<file path="config.mk">
export PLATFORM = sky130hd
export DESIGN_NAME = ps2_key_decoder
export DESIGN_NICKNAME = d
export VERILOG_FILES = /design/src/rtl/ps2_key_decoder.sv
export SDC_FILE = /design/constraint.sdc
export NUM_CORES = 1
export LEC_CHECK = 0
export CAP_MARGIN = 5
export CELL_PAD_IN_SITES_DETAIL_PLACEMENT = 0
export CELL_PAD_IN_SITES_GLOBAL_PLACEMENT = 1
export CORE_AREA = 10 10 89 91
export CTS_BUF_LIST = sky130_fd_sc_hd__clkbuf_8 sky130_fd_sc_hd__clkbuf_16
export CTS_CLUSTER_SIZE = 12
export DETAILED_ROUTE_END_ITERATION = 10
export DIE_AREA = 0 0 99 101
export DONT_BUFFER_PORTS = 1
export GPL_ROUTABILITY_DRIVEN = 0
export PLACE_DENSITY_LB_ADDON = 0.3
export SYNTH_ARGS = -nofsm -noshare
export SYNTH_HDL_FRONTEND = slang
export SYNTH_SLANG_ARGS = --single-unit
</file>
<file path="constraint.sdc">
create_clock -name clk -period 2.4 [get_ports clk]
set_clock_uncertainty 0.05 [all_clocks]
set_input_delay 0.36 -clock clk [delete_from_list [all_inputs] [get_ports clk]]
set_output_delay 0.36 -clock clk [all_outputs]
set_load 0.01 [all_outputs]
</file>
<file path="src/rtl/ps2_key_decoder.sv">
// ps2_key_decoder: assembles PS/2 set-2 scan-code sequences into key events with modifier tracking and ASCII
module ps2_key_decoder #(
  parameter int TIMEOUT_CYC = 50000
) (
  input  logic       clk,
  input  logic       rst,
  input  logic [7:0] ps2_data_in,
  input  logic       ps2_valid,
  output logic [7:0] key_code,
  output logic       key_ext,
  output logic       key_break,
  output logic       key_valid,
  output logic [7:0] ascii,
  output logic       shift,
  output logic       caps,
  output logic       err
);
  localparam int TW = TIMEOUT_CYC > 2 ? $clog2(TIMEOUT_CYC) : 1;

  typedef enum logic [1:0] {IDLE, GOT_E0, GOT_F0, GOT_E0F0} state_t;

  state_t        state, state_n;
  logic [TW-1:0] timer;
  logic          shift_l, shift_r, caps_held;
  logic          ev, ev_ext, ev_brk, err_n;
  logic          is_e0, is_f0, is_pfx, drop, expired;

  assign is_e0   = ps2_data_in == 8'hE0;
  assign is_f0   = ps2_data_in == 8'hF0;
  assign is_pfx  = is_e0 | is_f0;
  assign drop    = ps2_data_in == 8'h00 || ps2_data_in == 8'hAA || ps2_data_in == 8'hEE ||
                   ps2_data_in == 8'hFA || ps2_data_in == 8'hFE || ps2_data_in == 8'hFF;
  assign expired = timer == TW'(TIMEOUT_CYC - 1);
  assign shift   = shift_l | shift_r;

  // Set-2 US-layout translation; letters fold to uppercase when up is set
  function automatic logic [7:0] to_ascii(input logic [7:0] c, input logic up);
    logic [7:0] b;
    b = 8'h00;
    case (c)
      8'h1C: b = "a"; 8'h32: b = "b"; 8'h21: b = "c"; 8'h23: b = "d"; 8'h24: b = "e";
      8'h2B: b = "f"; 8'h34: b = "g"; 8'h33: b = "h"; 8'h43: b = "i"; 8'h3B: b = "j";
      8'h42: b = "k"; 8'h4B: b = "l"; 8'h3A: b = "m"; 8'h31: b = "n"; 8'h44: b = "o";
      8'h4D: b = "p"; 8'h15: b = "q"; 8'h2D: b = "r"; 8'h1B: b = "s"; 8'h2C: b = "t";
      8'h3C: b = "u"; 8'h2A: b = "v"; 8'h1D: b = "w"; 8'h22: b = "x"; 8'h35: b = "y";
      8'h1A: b = "z";
      8'h45: b = "0"; 8'h16: b = "1"; 8'h1E: b = "2"; 8'h26: b = "3"; 8'h25: b = "4";
      8'h2E: b = "5"; 8'h36: b = "6"; 8'h3D: b = "7"; 8'h3E: b = "8"; 8'h46: b = "9";
      8'h29: b = 8'h20; 8'h5A: b = 8'h0D; 8'h66: b = 8'h08; 8'h0D: b = 8'h09; 8'h76: b = 8'h1B;
      default: b = 8'h00;
    endcase
    return (up && b >= "a" && b <= "z") ? b - 8'h20 : b;
  endfunction

  // Sequence state register
  always_ff @(posedge clk or posedge rst)
    if (rst) state <= IDLE;
    else     state <= state_n;

  // Next state and event/error decode; a byte always takes priority over a coinciding timeout
  always_comb begin
    state_n = state;
    ev      = 1'b0;
    ev_ext  = 1'b0;
    ev_brk  = 1'b0;
    err_n   = 1'b0;
    if (ps2_valid)
      case (state)
        IDLE: begin
          state_n = is_e0 ? GOT_E0 : is_f0 ? GOT_F0 : IDLE;
          ev      = !is_pfx && !drop;
        end
        GOT_E0: begin
          state_n = is_f0 ? GOT_E0F0 : is_e0 ? GOT_E0 : IDLE;
          ev      = !is_pfx;
          ev_ext  = 1'b1;
        end
        GOT_F0: begin
          state_n = IDLE;
          ev      = !is_pfx;
          ev_brk  = 1'b1;
          err_n   = is_pfx;
        end
        default: begin
          state_n = IDLE;
          ev      = !is_pfx;
          ev_ext  = 1'b1;
          ev_brk  = 1'b1;
          err_n   = is_pfx;
        end
      endcase
    else if (state != IDLE && expired) begin
      state_n = IDLE;
      err_n   = 1'b1;
    end
  end

  // Inter-byte timer runs only while waiting for the byte that completes a prefix
  always_ff @(posedge clk or posedge rst)
    if (rst) timer <= '0;
    else     timer <= (ps2_valid || state == IDLE || expired) ? '0 : timer + TW'(1);

  // Registered key event outputs; translation sees modifier state before this byte's update
  always_ff @(posedge clk or posedge rst)
    if (rst) begin
      key_valid <= 1'b0;
      err       <= 1'b0;
      key_code  <= 8'h00;
      key_ext   <= 1'b0;
      key_break <= 1'b0;
      ascii     <= 8'h00;
    end else begin
      key_valid <= ev;
      err       <= err_n;
      if (ev) begin
        key_code  <= ps2_data_in;
        key_ext   <= ev_ext;
        key_break <= ev_brk;
        ascii     <= ev_ext ? 8'h00 : to_ascii(ps2_data_in, shift ^ caps);
      end
    end

  // Modifier tracking; caps_held stops typematic repeats of caps-lock from re-toggling
  always_ff @(posedge clk or posedge rst)
    if (rst) begin
      shift_l   <= 1'b0;
      shift_r   <= 1'b0;
      caps_held <= 1'b0;
      caps      <= 1'b0;
    end else if (ev && !ev_ext) begin
      if (ps2_data_in == 8'h12) shift_l <= !ev_brk;
      if (ps2_data_in == 8'h59) shift_r <= !ev_brk;
      if (ps2_data_in == 8'h58) begin
        caps_held <= !ev_brk;
        if (!ev_brk && !caps_held) caps <= !caps;
      end
    end
endmodule
</file>
==> flow_summary.ini, run 1 <==
[clocking]
clock-sinks = 42
ctsHoldBuffers = 0
cts_tree = yes
clock_latency_ps = 300
cts_setup_buffers = 0
clk_pin_slew_ps = 90
cts_resized = 0
cts_buffers = 5
cts_buffer_depth = 2
cts-root-buf = clkbuf_8
htreeDepth = 2

[critical_path]
cpPeakStageDelay_ps = 410
crit_slowest_cell = ha_1
cp_top_family = compound AO/OA/AOI/OAI gates
worstPathCellList = inv_1, ha_1, mux2i_1, a21oi_1, nand3_1, o21ai_1, inv_1, ha_1, and2_0, a32oi_1
cp-end-kind = register
critPathRequiredTime_ps = 2560
crit_buf_inv = 2
arrival_ps = 2390
crit_path_max_fanout = 11
start_kind = primary input
r2r_slack_ps = 430
crit_type = in2reg

[detailed_routing]
wl_um = 7590
drtIter0Drc = 255
wl_per_cell_um = 17.9
vias = 2520
firstDrtPassIters = 5
drtAntennaViolNets = 0
drc = 0
viasPerCell = 5.96

[power_and_ir_drop]
p_leak_nw = 1.30
vdd_drop_max_uv = 315
power_density_nw_per_um2 = 512

[placement]
placement.io_buffers = 0
postPlaceCellArea_um2 = 2960
hpwl_um = 5600

[floorplanning]
die_w_um = 99
die_area_um2 = 10000
dieHeight_um = 101
initial_core_util_pct = 46.0
ios = 33
num_rows = 29
core_area_um2 = 6200

[outcome]
status = finished, final reports clean

[global_routing]
grt_overflow = 0
grt_pass1_wl_um = 12600
grt_usage_pct = 15.2
grt_start_max_net_pins = 43
grt_pass1_vias = 2400
antenna_found_initial = 0

[synthesis]
seq_area_frac_synth_pct = 36.8
synth_cell_type_count = 66
post_synth.cell_area_avg_um2 = 8.34
synth_edf_count = 0
syn_nets = 362
synthTopCellsByArea = dfrtp_1, nand2_1, nor2_1, ha_1, nand3_1
synth_async_sr_flop_share_pct = 100
synth-seq-cells = 42
synth_top_area_cell = dfrtp_1
netlist_area_um2 = 2850
yosysTopAreaCellShare_pct = 36.8
syn_inst = 342
dominantRegCellSynth = dfrtp_1
yosys_warnings = 0

[timing]
final-hold-violation-count = 0
rsz0062_at_grt = no
relSlewSlack_pct = 64.2
report.final.slew_viol_count = 0
setup_viol = 0
max_freq_mhz = 447
fin_crit_sh_pct = 93.1
hold_ws_ps = 7.41
worstMarginPinSlew_ps = 523
finalCriticalPeriod_ps = 2240

[layout]
final_layout_size_suffix_gt1_share_pct = 10.7
diodes = 0
layout_common_cells = nand2_1, dfrtp_1, nor2_1
fin_area_um2 = 3070
final_common_cell = nand2_1
area_delta_synth_final_pct = 7.67
final_nets = 365

[min_path]
hold_class = in2async

[job]
max-cap-violations = 0
## cells in the mapped netlist (all sizes together), types with 2 or more instances
library cell	instances
o311ai	3
a211oi	2
mux2i	5
and3	6
xnor2	7
a311oi	3
buf	15
a2111oi	2
a31oi	6
nand2b	8
nor4	4
o31ai	5
a21oi	18
nor3	3
inv	12
o221ai	2
or2	3
nand3	21
nor2b	4
and2	3
xor2	9
o21ai	26
o211ai	3
nand4	3
nor2	35
a41oi	2
ha	9
mux2	2
nand4b	2
dfrtp	42
clkbuf	6
nand2	54
## power breakdown
part	internal [mW]	switching (mW)	total [mW]	leakage (nW)
combinational	0.0915	0.146	0.237	0.686
clock	0.309	0.251	0.561	0.0504
sequential	0.738	0.0362	0.774	0.565
total	1.14	0.434	1.57	1.30
## cell families (layout without fill, tap and decap cells)
logic type	after synthesis	after routing	share of synthesized area (%)
multiplexers	7	7	2.54
XOR/XNOR	16	16	4.91
AO/OA/AOI/OAI	83	83	20.0
buffers and inverters	33	37	5.74
flip-flops	42	42	36.8
adder cells (fa/ha/maj)	9	9	3.95
AND/OR/NAND/NOR	152	152	26.0
## through the flow
stage / total power, mW / std cells / TNS (ps) / util (%) / setup WS, ps
after global routing: 1.65 / 423 / 0 / 49.5 / 90.4
final: 1.57 / 423 / 0 / 49.5 / 165
after detailed placement: 1.02 / 415 / -172 / 47.7 / -90.0
after floorplan: 0.978 / 342 / 0 / - / 163
after global placement: 1.03 / 415 / -92.6 / 47.7 / -46.7
after CTS: 1.59 / 423 / 0 / 49.5 / 218
## path summary, 6_finish.rpt
check / startpoint / end / cells after the start
worst min register to register: timer[0] / timer[0] / 1
max in group asynchronous: rst / shift_r / 2
worst max register to register: state[1] / ascii[6] / 8
min in group clk: ps2_data_in[7] / key_code[7] / 2
worst max-delay path: ps2_data_in[1] / ascii[6] / 10
worst min-delay path: rst / key_valid / 2
## cell type report
type / count / area (um2)
clock buffers: 5 / 68.8
clock inverters: 3 / 45.0
fillers: 598 / 3130
inverters: 12 / 45.0
multi-input cells: 267 / 1640
flip-flops and latches: 42 / 1050
well taps: 77 / 96.3
repair buffers: 17 / 128
## state kept, by name, summed over array words and instances (netlist names), 2 cells and up
| signal | flops |
|---|---|
| key_code | 8 |
| ascii | 8 |
| timer | 16 |
| state | 2 |
## per-layer routing
layer	GRT usage [%]	up-vias	part of all wire (%)
met2	23.1	102	46
met3	5.49	9	9.2
met4	3.42	0	1.1
met5	0	-	0
li1	-	1212	-
met1	20.1	1197	44
(Power assumes the default switching activity.)
==> run 2: changes to the inputs <==
--- a/constraint.sdc
+++ b/constraint.sdc
@@ -3,3 +3,3 @@
 set_input_delay 0.36 -clock clk [delete_from_list [all_inputs] [get_ports clk]]
 set_output_delay 0.36 -clock clk [all_outputs]
-set_load 0.01 [all_outputs]
+set_load 0.1 [all_outputs]
==> run 2 against run 1 <==
Net effect: register-to-register slack got worse by 40 ps; via count grew 3.5%; critical path type unchanged; non-clock buffer count is 18 higher; total power rose by 23%; utilization grew 2.6 points; global-route usage rose by 0.11 points; cell count increased by 4.3%; flip-flop and latch count unchanged; design area rose by 5.3%; maximum frequency rose by 3.7%; critical path depth is the same; largest power group unchanged; critical endpoint is now ascii[7].
==> flow_summary.ini, run 2 (synthesis results as in run 1) <==
[power_and_ir_drop]
p_clk_share_pct = 35.4
intPower_mw = 1.30
vdd_drop_max_uv = 448
power.net_switching_mw = 0.631
combPwrFrac_pct = 21.9
p_sw_share_pct = 32.7
seq_power_share_pct = 42.8
power.total_mw = 1.93
power_density_nw_per_um2 = 596
p_leak_nw = 1.42

[critical_path]
cp-end-kind = register
r2r_slack_ps = 390
crit_type = in2reg
r2r_end = caps
start_kind = primary input
critPathRequiredTime_ps = 2540
arrival_ps = 2300
r2r-start = state[1]
crit_path_max_fanout = 7
r2r_cells = 8

[clocking]
clock-sinks = 42
cts_buffers = 5
ctsHoldBuffers = 0
cts_resized = 0
cts-root-buf = clkbuf_8
cts_setup_buffers = 0
cts_buffer_depth = 2
clk_pin_slew_ps = 80
cts_tree = yes
htreeDepth = 2
clock_latency_ps = 300

[detailed_routing]
drtAntennaViolNets = 0
wl_um = 7630
drtIter0Drc = 201
firstDrtPassIters = 5
wl_per_cell_um = 17.3
viasPerCell = 5.91
drc = 0
vias = 2608

[layout]
fin_area_um2 = 3240
final_core_util_pct = 52.2
diodes = 0
largestRegisters = timer x16, ascii x8, key_code x8
final_common_cell = nand2_1
regMostFlops = timer
final_nets = 383
final_layout_size_suffix_gt1_share_pct = 15.1
area_delta_synth_final_pct = 13.4
largest_reg_flops = 16
layout_common_cells = nand2_1, dfrtp_1, nor2_1, buf_4
num-fill-cells = 591

[placement]
postPlaceCellArea_um2 = 3090
placement.io_buffers = 0
hpwl_um = 5620

[global_routing]
grt_start_max_net_pins = 43
grt_usage_pct = 15.4
grt_pass1_wl_um = 12800
grt_pass1_vias = 2584
antenna_found_initial = 0
grt_overflow = 0

[timing]
setup_viol = 0
report.final.slew_viol_count = 0
worstMarginPinSlew_ps = 943
rsz0062_at_grt = no
final-hold-violation-count = 0
relSlewSlack_pct = 37.1
fin_crit_sh_pct = 89.8
max_freq_mhz = 464
finalCriticalPeriod_ps = 2160

[floorplanning]
die_area_um2 = 10000
dieHeight_um = 101
initial_core_util_pct = 46.0
ios = 33
core_area_um2 = 6200
die_w_um = 99
num_rows = 29

[min_path]
hold_class = in2async

[job]
max-cap-violations = 0

[outcome]
status = finished, final reports clean
## run 2: routing by layer
| metal | GRT usage, % | vias up | part of all wire [%] |
|---|---|---|---|
| li1 | - | 1258 | - |
| met4 | 4.85 | 0 | 2.2 |
| met3 | 5.42 | 22 | 8.2 |
| met5 | 0 | - | 0 |
| met1 | 19.2 | 1233 | 44 |
| met2 | 24.0 | 95 | 46 |
## run 2: worst max-delay path, cell delays in order
cell and delay (ps):
inv_1 60, ha_1 240, buf_4 170, nor3b_2 200, nor3_1 80, or3_1 360, a31oi_1 160, o31a_1 190
a41oi_1 190, a32o_1 300
## run 2: how the worst max path moves through the flow
stage	start	endpoint	slack (ps)	depth (start not counted)
after floorplan	ps2_data_in[1]	ascii[7]	160	10
after global placement	ps2_data_in[1]	ascii[7]	40	9
after detailed placement	ps2_data_in[0]	ascii[7]	-20	10
after CTS	ps2_data_in[0]	ascii[7]	280	10
after global routing	ps2_data_in[1]	ascii[7]	140	9
final	ps2_data_in[0]	ascii[7]	240	10
## run 2: through the flow
| step | std cells | worst slack [ps] | setup TNS (ps) | hold WS [ps] |
|---|---|---|---|---|
| global placement | 433 | 38.3 | 0 | 352 |
| global route | 441 | 142 | 0 | 55.0 |
| detailed placement | 433 | -21.5 | -26.9 | 356 |
| floorplan | 342 | 163 | 0 | 375 |
| CTS | 441 | 280 | 0 | 33.1 |
| finish | 441 | 244 | 0 | 7.83 |
## run 2: layout make-up
| cell class | instances | area, um2 | area share (%) |
|---|---|---|---|
| Clock buffer | 6 | 82.6 | 2.55 |
| Sequential cell | 42 | 1050 | 32.5 |
| Inverter | 12 | 45.0 | 1.39 |
| Clock inverter | 2 | 60.1 | 1.86 |
| Timing Repair Buffer | 35 | 263 | 8.12 |
| Multi-Input combinational cell | 267 | 1640 | 50.6 |
| Tap cell | 77 | 96.3 | 2.98 |
## run 2: power groups by stage
stage	clock, mW	sequential, mW	combinational (mW)
after floorplan	0	0.965	0.216
after global placement	0	0.840	0.423
after detailed placement	0	0.840	0.421
after CTS	0.693	0.826	0.423
after global routing	0.733	0.830	0.453
final	0.682	0.825	0.422
==> run 3: changes to the inputs <==
Settings changed: CTS_CLUSTER_SIZE 12 to unset.
==> results of run 3 <==
The final DEF is identical to that of run 2; final timing and power are the same.
